### src/rtl/de1soc_io_pkg.sv
// ============================================================================
//  Package : de1soc_io_pkg
//  Brief   : Shared board constants for the DE1-SoC switch input stage.
//  Rev     : 1.0
// ============================================================================
`default_nettype none

package de1soc_io_pkg;

    localparam int NUM_SW        = 10;
    localparam int SYS_CLK_HZ    = 50_000_000;
    localparam int DEBOUNCE_MS   = 10;
    localparam int STABLE_CYCLES = (SYS_CLK_HZ / 1000) * DEBOUNCE_MS;

    // Width of a counter that must hold 0 .. n-1; never narrower than one bit.
    function automatic int cnt_width(input int n);
        return (n > 1) ? $clog2(n) : 1;
    endfunction

endpackage

`default_nettype wire

### src/rtl/sw_debounce_cell.sv
// ============================================================================
//  Module : sw_debounce_cell
//  Brief  : One switch bit: synchroniser chain, qualification counter,
//           debounced level register and one-cycle change pulse.
//  Rev    : 1.0
// ============================================================================
`default_nettype none

module sw_debounce_cell #(
    parameter int SYNC_STAGES   = 2,
    parameter int STABLE_CYCLES = de1soc_io_pkg::STABLE_CYCLES
) (
    input  logic clk_clk,
    input  logic reset_reset_n,
    input  logic sw_raw,
    output logic sw_stable,
    output logic sw_changed,
    output logic accept
);

    import de1soc_io_pkg::*;

    localparam int                 c_cnt_w   = cnt_width(STABLE_CYCLES);
    localparam logic [c_cnt_w-1:0] c_cnt_max = c_cnt_w'(STABLE_CYCLES - 1);

    logic [SYNC_STAGES-1:0] r_sync;
    logic [c_cnt_w-1:0]     r_cnt;
    logic                   r_stable;
    logic                   r_changed;
    logic                   w_sync;

    assign w_sync     = r_sync[SYNC_STAGES-1];
    // Asserted during the cycle before the stable register takes the new level.
    assign accept     = (w_sync != r_stable) && (r_cnt == c_cnt_max);
    assign sw_stable  = r_stable;
    assign sw_changed = r_changed;

    always_ff @(posedge clk_clk or negedge reset_reset_n) begin
        if (!reset_reset_n) begin
            r_sync <= '0;
        end else begin
            r_sync <= {r_sync[SYNC_STAGES-2:0], sw_raw};
        end
    end

    always_ff @(posedge clk_clk or negedge reset_reset_n) begin
        if (!reset_reset_n) begin
            r_cnt     <= '0;
            r_stable  <= 1'b0;
            r_changed <= 1'b0;
        end else begin
            r_changed <= 1'b0;
            if (w_sync == r_stable) begin
                r_cnt <= '0;
            end else if (r_cnt == c_cnt_max) begin
                r_stable  <= w_sync;
                r_changed <= 1'b1;
                r_cnt     <= '0;
            end else begin
                r_cnt <= r_cnt + c_cnt_w'(1);
            end
        end
    end

endmodule

`default_nettype wire

### src/rtl/sw_debounce_sync.sv
// ============================================================================
//  Module : sw_debounce_sync
//  Brief  : Per-bit synchronise/debounce of the slide switches feeding the
//           switch PIO, with change pulses and a saturating event counter.
//  Rev    : 1.0
// ============================================================================
`default_nettype none

module sw_debounce_sync #(
    parameter int WIDTH         = de1soc_io_pkg::NUM_SW,
    parameter int SYNC_STAGES   = 2,
    parameter int STABLE_CYCLES = de1soc_io_pkg::STABLE_CYCLES,
    parameter int CNT_W         = 16
) (
    input  logic             clk_clk,
    input  logic             reset_reset_n,
    input  logic [WIDTH-1:0] sw_raw,
    output logic [WIDTH-1:0] sw_stable,
    output logic [WIDTH-1:0] sw_changed,
    output logic             sw_event,
    input  logic             event_clr,
    output logic [CNT_W-1:0] event_count
);

    import de1soc_io_pkg::*;

    logic [WIDTH-1:0] w_accept;
    logic             r_event;
    logic [CNT_W-1:0] r_count;

    for (genvar gi = 0; gi < WIDTH; gi++) begin : g_bit
        sw_debounce_cell #(
            .SYNC_STAGES   (SYNC_STAGES),
            .STABLE_CYCLES (STABLE_CYCLES)
        ) u_cell (
            .clk_clk       (clk_clk),
            .reset_reset_n (reset_reset_n),
            .sw_raw        (sw_raw[gi]),
            .sw_stable     (sw_stable[gi]),
            .sw_changed    (sw_changed[gi]),
            .accept        (w_accept[gi])
        );
    end

    assign sw_event    = r_event;
    assign event_count = r_count;

    // Registered from the cells' pre-acceptance terms so it lines up with sw_changed.
    always_ff @(posedge clk_clk or negedge reset_reset_n) begin
        if (!reset_reset_n) begin
            r_event <= 1'b0;
        end else begin
            r_event <= |w_accept;
        end
    end

    always_ff @(posedge clk_clk or negedge reset_reset_n) begin
        if (!reset_reset_n) begin
            r_count <= '0;
        end else if (event_clr) begin
            r_count <= '0;
        end else if (r_event && (r_count != '1)) begin
            r_count <= r_count + CNT_W'(1);
        end
    end

endmodule

`default_nettype wire

### config.mk
export PLATFORM = sky130hd
export DESIGN_NAME = sw_debounce_sync
export DESIGN_NICKNAME = d
export VERILOG_FILES = /design/src/rtl/de1soc_io_pkg.sv /design/src/rtl/sw_debounce_cell.sv /design/src/rtl/sw_debounce_sync.sv
export SDC_FILE = /design/constraint.sdc
export NUM_CORES = 1
export LEC_CHECK = 0
export CORE_UTILIZATION = 32
export CTS_CLUSTER_DIAMETER = 60
export CTS_CLUSTER_SIZE = 16
export DETAILED_ROUTE_END_ITERATION = 8
export GPL_TIMING_DRIVEN = 0
export PLACE_DENSITY = 0.57
export SYNTH_ARGS = -nofsm -noshare
export SYNTH_HDL_FRONTEND = slang
export SYNTH_SLANG_ARGS = --single-unit
### constraint.sdc
create_clock -name clk_clk -period 2.1 [get_ports clk_clk]
set_input_delay 0.315 -clock clk_clk [delete_from_list [all_inputs] [get_ports clk_clk]]
set_output_delay 0.315 -clock clk_clk [all_outputs]
set_load 0.02 [all_outputs]
==> results.json <==
{
  "synth-edff-count": 0,
  "syn-num-nets": 1166,
  "cp_num_cells": 5,
  "crit_chain": "ha_1 -> nand4_1 -> nor4_1 -> nor4_4 -> nand4_1",
  "die_area_mm2": 0.03677,
  "htreeDepth": 1,
  "period_share": 0.9524,
  "fmax_ghz": 0.5000,
  "synth_area_mm2": 0.01152,
  "cts_buffers": 21,
  "grt_pass1_wl_um": 37260,
  "port_buffers": 48,
  "outcome": "finished clean",
  "synth_area_per_cell_um2": 10.09,
  "setup_slack_ps": 99.89,
  "ios": 50,
  "clock-sinks": 247,
  "p_comb_frac": 0.033,
  "vdd_ir_drop_max_v": 0.0004816,
  "cp_slowest_cell": "nor4_1",
  "routed_wl_um": 21070,
  "dp_hpwl_um": 14210,
  "grt-ovfl-total": 0,
  "drv_cap": 0,
  "layout.nets": 1237,
  "yosysSeqAreaShare": 0.5364,
  "wire_per_inst_um": 12.49,
  "crit_family": "simple AND/OR/NAND/NOR gates",
  "postPlaceCellArea_mm2": 0.01264,
  "required_ps": 2500,
  "fin_worst_skew_ps": 12.17,
  "relSlewSlack": 0.4459,
  "place.gp.congestion": 0.7823,
  "die_height_um": 191.8,
  "hold_viol": 0,
  "p_leak_uw": 0.005575,
  "layoutNonFillerInstCount": 1687,
  "powerDensity_mw_per_mm2": 707.1,
  "worst_setup_path_start_kind": "register",
  "fill_cells": 3473,
  "syn_to_final_growth_pct": 16.59,
  "p_int_uw": 7516,
  "crit_type": "reg2reg",
  "cpMostUsedCell": "nand4_1",
  "grt_usage": 0.1206,
  "post-cts-setup-buffers": 0,
  "rr_worst_depth": 5,
  "dr_total_vias": 7919,
  "tightest_slew_ps": 823.6,
  "tritoncts": "done",
  "yosysUniqueCellTypes": 38,
  "viasPerCell": 4.694,
  "dpl.cell_count": 1653,
  "p_clk_frac": 0.454,
  "design_area_mm2": 0.01344,
  "clk_pin_slew_worst_paths_ps": 70,
  "path_max_fanout": 5,
  "die_x_um": 191.8,
  "grt_max_degree": 111,
  "arrival_ps": 2400,
  "root_buffer": "clkbuf_16",
  "p_seq_frac": 0.513,
  "rows": 69,
  "grt_pass1_vias": 7814,
  "drive_above_1_share": 0.08408,
  "start_util": 0.3248,
  "switching_share": 0.2089,
  "hold_path_depth": 2,
  "hp-class": "in2reg",
  "clk_latency_ps": 500,
  "ys.flop_type": "dfrtp_1",
  "yosysWarningCount": 0,
  "antenna_found_initial": 1,
  "core_mm2": 0.03548,
  "syn_inst": 1142,
  "ys_ff_latch": 247,
  "drtPass1Iterations": 5,
  "clk_path_buf_depth": 3,
  "async_flop_share": 1.000,
  "place_ws_ps": -349.2,
  "finalSetupViolCount": 0,
  "drtIter0Drc": 462,
  "cp-end-kind": "register",
  "rsz0062_at_grt": "yes",
  "p_sw_uw": 1985,
  "slew_viol_final": 0,
  "crit_buf_inv": 0,
  "antenna_left": 0,
  "layout_min_cycle_time_ps": 2000,
  "critPathMaxStageDelay_ps": 730,
  "drc": 0
}
## per-stage QoR
stage | util | setup TNS [ps] | total power, uW | hold WS [ps]
final | 0.3786 | 0 | 9501 | 175.4
after global routing | 0.3786 | -279.7 | 9919 | 173.4
after CTS | 0.3784 | 0 | 9682 | 156.8
after detailed placement | 0.3563 | -349.2 | 5294 | 292.4
after global placement | 0.3546 | -2522520 | 5283 | 331.7
after floorplan | - | 0 | 5108 | 19.41
## timing repair
action | in CTS | in global routing
setup endpoints to repair | 1 | 65
pin swaps | 0 | 1
hold buffers | 1 | 0
cloned | 0 | 0
gates resized for setup | 3 | 4
endpoints found under the hold margin | 58 | 0
## power by group through the flow
stage / clock [uW] / combinational (uW) / sequential (uW)
5_1_grt: 4670 / 370 / 4880
4_1_cts: 4480 / 330 / 4870
3_3_place_gp: 0 / 312 / 4970
2_1_floorplan: 0 / 153 / 4960
3_5_place_dp: 0 / 327 / 4970
6_report: 4310 / 312 / 4880
## placed cells by master, fill, tap and decap left out, types with 20 or more instances in the layout
cell,instances
xor2_1,79
nand3_1,71
buf_4,20
nand2_1,60
clkdlybuf4s50_1,47
dfrtp_1,247
nor3_1,27
clkbuf_16,21
nand4_1,43
nor2_1,251
and3_1,23
inv_1,26
and4_1,27
xnor2_1,107
## sequential cells by signal, indices dropped and copies added, names as in the netlist
register and cells:
g_bit.u_cell.r_sync 20, sw_event 1, g_bit.u_cell.sw_stable 10, event_count 16, g_bit.u_cell.sw_changed 10, g_bit.u_cell.r_cnt 190
## metal layers
layer / vias up / GRT usage / wire, um
met4: 0 / 0.02656 / 429
li1: 3958 / - / -
met1: 3819 / 0.1687 / 10470
met5: - / 0 / 0
met3: 32 / 0.02138 / 831
met2: 110 / 0.1938 / 9340
## cells in the mapped netlist, drive strengths merged (10+ instances only)
master / number / share of area
buf: 42 / 0.023
nor3: 30 / 0.013
nand3: 72 / 0.032
mux2: 10 / 0.0098
nand2: 60 / 0.020
o21ai: 13 / 0.0056
nor4: 15 / 0.0081
nand4: 43 / 0.023
xnor2: 107 / 0.081
and4: 27 / 0.021
inv: 26 / 0.0085
xor2: 79 / 0.060
dfrtp: 247 / 0.54
ha: 11 / 0.012
nor2: 252 / 0.082
nor4b: 12 / 0.0091
and3: 23 / 0.012
## cell families after synthesis
group,synth area share
buf+inv,0.03301
compound gates,0.01336
simple gates,0.2533
fa+ha+maj,0.01194
mux,0.01064
flops,0.5364
xor+xnor,0.1414
## area by class of cell
class / instances / area [um2] / area share
plain buffers: 45 / 271.5 / 0.02021
well taps: 461 / 576.8 / 0.04293
clock inverters: 7 / 163.9 / 0.01220
diodes: 1 / 2.502 / 0.0001863
repair buffers: 51 / 550.5 / 0.04098
inverters: 26 / 97.59 / 0.007264
clock buffers: 28 / 591.8 / 0.04405
multi-input cells: 821 / 5000 / 0.3721
flip-flops and latches: 247 / 6181 / 0.4600
## final timing paths
| kind | from | endpoint | slack, ps |
|---|---|---|---|
| max | g_bit[9].u_cell.r_cnt[0] | sw_event | 100 |
| min | event_clr | event_count[3] | 180 |
| max reg2reg | g_bit[9].u_cell.r_cnt[0] | sw_event | 100 |
| min reg2reg | g_bit[3].u_cell.r_sync[0] | g_bit[3].u_cell.r_sync[1] | 350 |
| max in group asynchronous | reset_reset_n | g_bit[2].u_cell.r_cnt[7] | 840 |
| min in group asynchronous | reset_reset_n | g_bit[8].u_cell.r_cnt[2] | 330 |
Power figures use the tool's default switching activity.
